<file path="config.mk">
export PLATFORM = sky130hd
export DESIGN_NAME = ring_johnson_decoder
export DESIGN_NICKNAME = d
export VERILOG_FILES = /design/src/rtl/ring_johnson_decoder.sv
export SDC_FILE = /design/constraint.sdc
export NUM_CORES = 1
export LEC_CHECK = 0
export ABC_CLOCK_PERIOD_IN_PS = 3900
export CAP_MARGIN = 20
export CORE_MARGIN = 3
export CORE_UTILIZATION = 56
export DETAILED_ROUTE_END_ITERATION = 10
export PLACE_DENSITY = 0.89
export SLEW_MARGIN = 20
export SYNTH_ARGS = -nofsm -noshare
export SYNTH_HDL_FRONTEND = slang
export SYNTH_SLANG_ARGS = --single-unit
</file>
<file path="constraint.sdc">
create_clock -name clk -period 3.9 [get_ports clk]
set_clock_uncertainty 0.1 [all_clocks]
set_input_delay 0.78 -clock clk [delete_from_list [all_inputs] [get_ports clk]]
set_output_delay 0.78 -clock clk [all_outputs]
set_load 0.05 [all_outputs]
</file>
<file path="src/rtl/ring_johnson_decoder.sv">
// Ring/Johnson code decoder and sequence monitor with a lock/error state machine
// and a saturating error counter.
module ring_johnson_decoder #(
  parameter int unsigned WIDTH    = 2,
  parameter int unsigned LOCK_CNT = 3,
  parameter int unsigned IDXW     = ($clog2(2 * WIDTH) < 1) ? 1 : $clog2(2 * WIDTH)
) (
  input  logic             clk,
  input  logic             rst,
  input  logic             en,
  input  logic [WIDTH-1:0] dinr,
  input  logic [WIDTH-1:0] dinj,
  output logic [IDXW-1:0]  ring_idx,
  output logic [IDXW-1:0]  john_idx,
  output logic             ring_ok,
  output logic             john_ok,
  output logic             locked,
  output logic             err_pulse,
  output logic [7:0]       err_cnt
);

  localparam int unsigned GW = 4;

  typedef enum logic [1:0] {HUNT, TRACK, LOCKED} state_t;

  state_t          state, state_nx;
  logic [GW-1:0]   good, good_nx;
  logic [IDXW-1:0] prev_r, prev_j, prev_r_nx, prev_j_nx;
  logic            err_nx;

  logic [IDXW-1:0] r_cnt, r_pos, j_ones, j_zeros, j_pos;
  logic [WIDTH-1:0] j_ref;
  logic            r_legal, j_legal, both_legal, good_step;
  logic [IDXW-1:0] r_inc, j_inc;

  // Combinational decode of both code words
  always_comb begin
    r_cnt  = '0;
    r_pos  = '0;
    j_ones = '0;
    for (int i = 0; i < int'(WIDTH); i++) begin
      if (dinr[i]) begin
        r_cnt = r_cnt + IDXW'(1);
        r_pos = IDXW'(i);
      end
      j_ones = j_ones + IDXW'(dinj[i]);
    end
    r_legal = (r_cnt == IDXW'(1));
    j_zeros = IDXW'(WIDTH) - j_ones;
    j_ref   = '0;
    for (int i = 0; i < int'(WIDTH); i++) begin
      if (dinj[WIDTH-1]) j_ref[i] = (IDXW'(i) >= j_zeros);
      else               j_ref[i] = (IDXW'(i) < j_ones);
    end
    j_legal = (dinj == j_ref);
    j_pos   = dinj[WIDTH-1] ? (IDXW'(WIDTH) + j_zeros) : j_ones;
  end

  // Expected successor of the stored indices, with wrap-around
  always_comb begin
    r_inc      = (prev_r == IDXW'(WIDTH - 1))     ? '0 : prev_r + IDXW'(1);
    j_inc      = (prev_j == IDXW'(2 * WIDTH - 1)) ? '0 : prev_j + IDXW'(1);
    both_legal = r_legal && j_legal;
    good_step  = both_legal && (r_pos == r_inc) && (j_pos == j_inc);
  end

  always_ff @(posedge clk) begin
    if (rst) state <= HUNT;
    else     state <= state_nx;
  end

  always_comb begin
    state_nx  = state;
    good_nx   = good;
    prev_r_nx = prev_r;
    prev_j_nx = prev_j;
    err_nx    = 1'b0;
    if (en) begin
      case (state)
        HUNT: begin
          if (both_legal) begin
            prev_r_nx = r_pos;
            prev_j_nx = j_pos;
            good_nx   = '0;
            state_nx  = TRACK;
          end
        end
        TRACK: begin
          if (!both_legal) begin
            state_nx = HUNT;
          end else begin
            prev_r_nx = r_pos;
            prev_j_nx = j_pos;
            if (!good_step) begin
              good_nx = '0;
            end else begin
              good_nx = good + GW'(1);
              if (good + GW'(1) == GW'(LOCK_CNT)) state_nx = LOCKED;
            end
          end
        end
        LOCKED: begin
          if (good_step) begin
            prev_r_nx = r_pos;
            prev_j_nx = j_pos;
          end else begin
            err_nx = 1'b1;
            if (!both_legal) begin
              state_nx = HUNT;
            end else begin
              good_nx   = '0;
              prev_r_nx = r_pos;
              prev_j_nx = j_pos;
              state_nx  = TRACK;
            end
          end
        end
        default: state_nx = HUNT;
      endcase
    end
  end

  // Datapath and output registers
  always_ff @(posedge clk) begin
    if (rst) begin
      good      <= '0;
      prev_r    <= '0;
      prev_j    <= '0;
      ring_idx  <= '0;
      john_idx  <= '0;
      ring_ok   <= 1'b0;
      john_ok   <= 1'b0;
      locked    <= 1'b0;
      err_pulse <= 1'b0;
      err_cnt   <= '0;
    end else begin
      good      <= good_nx;
      prev_r    <= prev_r_nx;
      prev_j    <= prev_j_nx;
      locked    <= (state_nx == LOCKED);
      err_pulse <= err_nx;
      if (en) begin
        ring_ok <= r_legal;
        john_ok <= j_legal;
        if (r_legal) ring_idx <= r_pos;
        if (j_legal) john_idx <= j_pos;
      end
      if (err_nx && (err_cnt != 8'hFF)) err_cnt <= err_cnt + 8'd1;
    end
  end

endmodule

</file>
==> summary.txt, run 1 <==
Switching power as a share of total power: 27.6%
Combinational share of power: 18.1%
Worst hold slack: 373 ps
Final-stage net count: 193
Commonest non-fill, non-tap cells in the layout: 25 x sky130_fd_sc_hd__dfxtp_1, 21 x sky130_fd_sc_hd__clkdlybuf4s50_1, 17 x sky130_fd_sc_hd__nor2_1, 13 x sky130_fd_sc_hd__nand2_1, 9 x sky130_fd_sc_hd__a21oi_1
Number of antenna violations at the first check in global routing: 0
Final count of pins violating max slew: 0
Path type of the worst setup path: input pin to flop
Maxcap violations: 0
Synthesized net count: 172
Required time of the critical path: 4010 ps
Overall die area: 3120 µm²
Largest driver fanout on the critical path: 8
Longest Clk Path Bufs: 2
# port buffers: 21
Via count of the first global-routing pass: 1,229
Later-pin clock latency in the skew report: 300 ps
Total Power: 0.457 mW
Routed wirelength normalized by instance count: 13.8 µm
Post-synthesis instance area: 1390 µm²
Number of hold-repair buffers added at the cts stage: 0
Maximum number of pins on one net before global-route repair: 28
Ratio of cells with drive above 1 in the final layout: 7.30%
Overall fraction of global-route tracks in use: 18.8%
Die X: 55.8 µm
Placed Cells incl. Taps: 202
Final ANT Viol Nets: 0
Top-level port count: 23
Average footprint of a synthesized cell: 8.80 µm²
CTS H-tree lvls: 1
Main synth FF type: sky130_fd_sc_hd__dfxtp_1
Placeable core area: 2280 µm²
Worst hold path class: flop to flop
Endpoint type of the worst setup path: flop
Post-DR vias/cell: 5.83
Final setup violation count: 0
Non-filler cells in the finished layout: 206
Initial DRT Pass Iterations: 4
Count of synthesis-stage warnings from yosys: 0
Number of design-rule violations left by the first detailed-router iteration: 46
Final Hold Viols: 0
FP Rows: 17
Overall overflow remaining after global route: 0
Placer congestion estimate: 0.882
Data arrival time at the worst-slack endpoint: 3300 ps
Routed WL: 2.84 mm
Clock network fraction of total power: 24.1%
Power Dens Cells: 279 nW/µm²
Wire length of the first global-routing pass: 4.87 mm
Final critical delay including setup and external delays: 3180 ps
Die height: 55.8 µm
Setup repair after global routing missed its margin: no
Sinks on the clock net: 25
Cell at the root of the clock tree: sky130_fd_sc_hd__clkbuf_4
Kind of launch point of the worst setup path: input pin
Static Leak: 0.588 nW
Count of flip-flops with a built-in enable after synthesis: 0
Post-synthesis to final-layout area growth: 17.9%
DR DRC count: 0
Ys async rst share: 0%
NetSw: 0.126 mW
Max_slew headroom: 37.8%
Portion of the post-synthesis area used by sequential elements: 36.0%
Post-route clock period utilization: 81.6%
Antenna diodes: 0
Post-Synthesis Cells: 158
Count of distinct cell types in the synthesized netlist: 47
Clk pin slew, worst setup/hold paths: 130 ps
Most common library cell in the layout ignoring fill and taps: sky130_fd_sc_hd__dfxtp_1
Setup Buffers After CTS: 0
Initial core utilization: 61.1%
Fin Setup TNS: 0 ps
Via total after detailed routing: 1,200
Slew at the pin closest to its max-slew limit: 930 ps
Final design utilization: 72.0%
Worst voltage drop across the vdd grid: 0.000220 V
Seq pwr share: 57.8%
Highest achievable clock rate: 314 MHz
Flop and latch count out of synthesis: 25
Clock tree from TritonCTS: done
Estimated wirelength of the detail-placed design: 2.11 mm
Internal power contribution: 0.331 mW
Status: finished clean
Number of CTS-inserted buffers: 3
Gates resized, CTS repair: 0
[final timing paths]
path | startpoint | end | slack, ps | cells after the start
max | dinj[1] | err_cnt[5]$_SDFFE_PP0P_ | 720 | 9
max reg2reg | flop | err_cnt[5]$_SDFFE_PP0P_ | 1730 | 7
min reg2reg | john_idx[1]$_SDFFE_PP0P_ | john_idx[1]$_SDFFE_PP0P_ | 370 | 2
min | john_idx[1]$_SDFFE_PP0P_ | john_idx[1]$_SDFFE_PP0P_ | 370 | 2
[power groups by stage]
stage	clock network (mW)	logic [mW]	registers, mW
after floorplan	0	0.0474	0.281
after CTS	0.116	0.0823	0.264
after detailed placement	0	0.0820	0.270
after global routing	0.125	0.0886	0.265
after global placement	0	0.0788	0.269
final	0.110	0.0828	0.264
[worst max-delay path, cell delays in order]
cell	delay [ps]
sky130_fd_sc_hd__clkdlybuf4s50_1	600
sky130_fd_sc_hd__inv_1	110
sky130_fd_sc_hd__ha_1	340
sky130_fd_sc_hd__o32a_1	360
sky130_fd_sc_hd__nand3_2	110
sky130_fd_sc_hd__and4bb_4	280
sky130_fd_sc_hd__a2111oi_4	420
sky130_fd_sc_hd__a21oi_1	120
sky130_fd_sc_hd__a31o_1	190
[kinds of logic after synthesis]
group	synth area share, %
simple gates	25.1
compound gates	21.2
flops	36.0
buf+inv	3.51
fa+ha+maj	6.30
mux	4.50
xor+xnor	3.15
other cells	0.270
[through the flow]
| stage | area, µm² | worst slack, ps |
|---|---|---|
| 2_1_floorplan | 1390 | 1160 |
| 3_3_place_gp | 1610 | 516 |
| 3_5_place_dp | 1610 | 382 |
| 4_1_cts | 1640 | 726 |
| 5_1_grt | 1640 | 568 |
| 6_report | 1640 | 716 |
[cell usage after synthesis, drive strengths merged, types with 3 or more instances]
library cell	number	share of area (%)
dfxtp	25	36
nor2	17	4.6
nand2	14	4.3
a21oi	10	4.4
o21ai	8	2.9
ha	7	6.3
inv	7	1.9
nand2b	5	2.3
nor2b	5	2.3
a211oi	4	2.2
mux2i	4	2.9
nand3	4	1.8
nand4	4	1.8
nor3b	4	2.2
a21o	3	1.6
a31o	3	1.9
clkbuf	3	0.81
nor3	3	1.4
xor2	3	1.9
[routing by layer]
| metal | global-route usage, % | share of wire [%] | up-vias |
|---|---|---|---|
| li1 | - | - | 604 |
| met2 | 33.4 | 48 | 36 |
| met4 | 6.78 | 0.60 | 0 |
| met1 | 23.1 | 47 | 558 |
| met5 | 0 | 0 | - |
| met3 | 2.55 | 4.1 | 2 |
[final cells by class]
type / instances / area [µm²]
clock buffers: 4 / 26.3
fillers: 177 / 637
inverters: 7 / 26.3
multi-input cells: 121 / 841
flip-flops and latches: 25 / 500
well taps: 28 / 35.0
repair buffers: 21 / 210
Power figures use the tool's default switching activity.
==> inputs of run 2 (changes only) <==
--- a/config.mk
+++ b/config.mk
@@ -5,12 +5,12 @@
 export SDC_FILE = /design/constraint.sdc
 export NUM_CORES = 1
 export LEC_CHECK = 0
-export ABC_CLOCK_PERIOD_IN_PS = 3900
+export ABC_CLOCK_PERIOD_IN_PS = 2900
 export CAP_MARGIN = 20
 export CORE_MARGIN = 3
-export CORE_UTILIZATION = 56
+export CORE_UTILIZATION = 47
 export DETAILED_ROUTE_END_ITERATION = 10
-export PLACE_DENSITY = 0.89
+export PLACE_DENSITY = 0.81
 export SLEW_MARGIN = 20
 export SYNTH_ARGS = -nofsm -noshare
 export SYNTH_HDL_FRONTEND = slang
==> constraint.sdc (replaced) <==
create_clock -name clk -period 2.9 [get_ports clk]
set_clock_uncertainty 0.1 [all_clocks]
set_input_delay 0.58 -clock clk [delete_from_list [all_inputs] [get_ports clk]]
set_output_delay 0.58 -clock clk [all_outputs]
set_load 0.05 [all_outputs]
==> summary.txt, run 2 (synthesized netlist as in run 1, its figures left out) <==
Family of cells with the greatest summed delay on the critical path: compound AO/OA/AOI/OAI gates
Longest Clk Path Bufs: 2 (unchanged)
Die height: 60.4 µm (+8.2%)
Gates resized, CTS repair: 0 (unchanged)
Setup repair after global routing missed its margin: no
Routed length on met1: 1.40 mm (+5.3%)
Switching power as a share of total power: 27.6% (+0.063 points)
NetSw: 0.179 mW (+42%)
Post-route clock period utilization: 96.0%
Fin Setup TNS: 0 ps (unchanged)
Slew at the pin closest to its max-slew limit: 509 ps (-421 ps)
Endpoint type of the worst setup path: flop
Power Dens Cells: 361 nW/µm² (+29%)
Maxcap violations: 0 (unchanged)
Clock tree from TritonCTS: done
Max_slew headroom: 66.0% (+28 points)
Final-stage net count: 212 (+9.8%)
Critical Path Source: dinj[0]
Setup Buffers After CTS: 0 (unchanged)
Final setup violation count: 0 (unchanged)
Worst voltage drop across the vdd grid: 0.000274 V (+25%)
Wire length of the first global-routing pass: 5.47 mm (+12%)
Status: finished clean
Number of CTS-inserted buffers: 3 (unchanged)
Final critical delay including setup and external delays: 2790 ps
Slowest stage cell, crit path: sky130_fd_sc_hd__clkdlybuf4s50_1
# port buffers: 21 (unchanged)
Later-pin clock latency in the skew report: 310 ps (about the same)
Path type of the worst setup path: input pin to flop
Combinational share of power: 22.0% (+3.9 points)
Highest signal layer in the routed design: met4
Fill cell count: 235 (+33%)
DR DRC count: 0 (unchanged)
Worst slack, placed: -181 ps (-563 ps)
Commonest non-fill, non-tap cells in the layout: 25 x sky130_fd_sc_hd__dfxtp_1, 21 x sky130_fd_sc_hd__clkdlybuf4s50_1, 18 x sky130_fd_sc_hd__buf_4, 17 x sky130_fd_sc_hd__nor2_1, 13 x sky130_fd_sc_hd__nand2_1
Top-level port count: 23 (unchanged)
Placeable core area: 2780 µm² (+22%)
Instance count on the critical path: 9 (unchanged)
Internal power contribution: 0.470 mW (+42%)
Overall fraction of global-route tracks in use: 19.7% (+0.88 points)
Placer congestion estimate: 0.806 (-8.6%)
Routed wirelength normalized by instance count: 14.0 µm (+1.5%)
Met3 WL: 118 µm (+2.6%)
Overall die area: 3650 µm² (+17%)
CTS H-tree lvls: 1 (unchanged)
Final Hold Viols: 0 (unchanged)
Count of buffering cells on the critical path with inverters included: 2 (unchanged)
Terminus of the critical flop-to-flop path: err_cnt[5]$_SDFFE_PP0P_
Overall overflow remaining after global route: 0 (unchanged)
Initial core utilization: 50.0% (-11 points)
Worst-case reg-to-reg path depth: 6 (-1)
Data arrival time at the worst-slack endpoint: 2900 ps (-400 ps)
Via total after detailed routing: 1,288 (+7.3%)
Capture point of the worst path: err_cnt[5]$_SDFFE_PP0P_
Worst hold path class: flop to flop
Most common library cell in the layout ignoring fill and taps: sky130_fd_sc_hd__dfxtp_1
Routed WL: 3.19 mm (+12%)
Maximum number of pins on one net before global-route repair: 14 (-50%)
Seq pwr share: 54.7% (-3.1 points)
Post-synthesis to final-layout area growth: 29.3%
Cell at the root of the clock tree: sky130_fd_sc_hd__clkbuf_4
Ratio of cells with drive above 1 in the final layout: 16.2% (+8.9 points)
Die X: 60.4 µm (+8.2%)
Clock network fraction of total power: 23.3% (-0.8 points)
Final design utilization: 64.6% (-7.4 points)
Static Leak: 0.685 nW (+17%)
Antenna diodes: 0 (unchanged)
Post-DR vias/cell: 5.65 (-3.0%)
Sinks on the clock net: 25 (unchanged)
Critical-path cell list: clkdlybuf4s50_1 -> inv_1 -> ha_1 -> o32a_1 -> nand3_2 -> and4bb_4 -> a2111oi_4 -> a21oi_1 -> a31o_1
Longest individual stage delay on the worst path: 480 ps (-120 ps)
Largest driver fanout on the critical path: 4 (-4)
Final count of pins violating max slew: 0 (unchanged)
Clk pin slew, worst setup/hold paths: 130 ps (about the same)
Metal2 WL: 1.62 mm (+18%)
Min setup slack post-route: 115 ps (-601 ps)
Final ANT Viol Nets: 0 (unchanged)
Initial DRT Pass Iterations: 4 (unchanged)
Number of antenna violations at the first check in global routing: 0 (unchanged)
FP Rows: 19 (+2)
Highest achievable clock rate: 359 MHz
Via count of the first global-routing pass: 1,262 (+2.7%)
Number of design-rule violations left by the first detailed-router iteration: 49 (+6.5%)
Required time of the critical path: 3010 ps (-1000 ps)
Kind of launch point of the worst setup path: input pin
Register-to-register path setup slack: 710 ps (-1020 ps)
Estimated wirelength of the detail-placed design: 2.45 mm (+16%)
Number of hold-repair buffers added at the cts stage: 0 (unchanged)
[run 2: how the worst min path moves through the flow]
| stage | from | endpoint | slack (ps) | depth (start not counted) |
|---|---|---|---|---|
| finish | john_idx[1]$_SDFFE_PP0P_ | john_idx[1]$_SDFFE_PP0P_ | 370 | 2 |
| CTS | john_idx[1]$_SDFFE_PP0P_ | john_idx[1]$_SDFFE_PP0P_ | 370 | 2 |
| floorplan | prev_r[1]$_SDFFE_PP0P_ | prev_r[1]$_SDFFE_PP0P_ | 350 | 1 |
| global route | john_idx[1]$_SDFFE_PP0P_ | john_idx[1]$_SDFFE_PP0P_ | 400 | 2 |
| detailed placement | john_idx[1]$_SDFFE_PP0P_ | john_idx[1]$_SDFFE_PP0P_ | 350 | 2 |
| global placement | john_idx[1]$_SDFFE_PP0P_ | john_idx[1]$_SDFFE_PP0P_ | 350 | 2 |
[run 2: metal layers]
metal / vias to the layer above / track usage, %
li1: 641 / -
met3: 4 / 3.40
met2: 33 / 34.9
met4: 0 / 8.54
met1: 610 / 23.3
met5: - / 0
[run 2: through the flow]
stage / power (mW) / hold slack [ps] / std cells / cell area, µm²
floorplan: 0.441 / 353 / 158 / 1390
global placement: 0.498 / 347 / 224 / 1770
detailed placement: 0.503 / 353 / 224 / 1770
CTS: 0.657 / 371 / 228 / 1800
global route: 0.689 / 395 / 228 / 1800
finish: 0.649 / 367 / 228 / 1800
[run 2: power by group through the flow]
stage | Combinational [mW] | Sequential (mW) | Clock [mW]
2_1_floorplan | 0.0637 | 0.377 | 0
3_3_place_gp | 0.136 | 0.362 | 0
3_5_place_dp | 0.141 | 0.362 | 0
4_1_cts | 0.142 | 0.355 | 0.161
5_1_grt | 0.153 | 0.356 | 0.180
6_report | 0.143 | 0.355 | 0.151
[run 2: tightest hold or removal path, delay by kind of cell, from the launching register on]
| kind | cells | cell delay (ps) |
|---|---|---|
| AO/OA/AOI/OAI | 1 | 50 |
| AND/OR/NAND/NOR | 1 | 50 |
| flip-flops | 1 | 330 |
[run 2: layout make-up]
class | instances | area, µm² | area share, %
multi-input combinational | 121 | 841 | 46.8
sequential | 25 | 500 | 27.8
timing repair buffer | 40 | 365 | 20.3
tap | 31 | 38.8 | 2.16
clock buffer | 4 | 26.3 | 1.46
inverter | 7 | 26.3 | 1.46
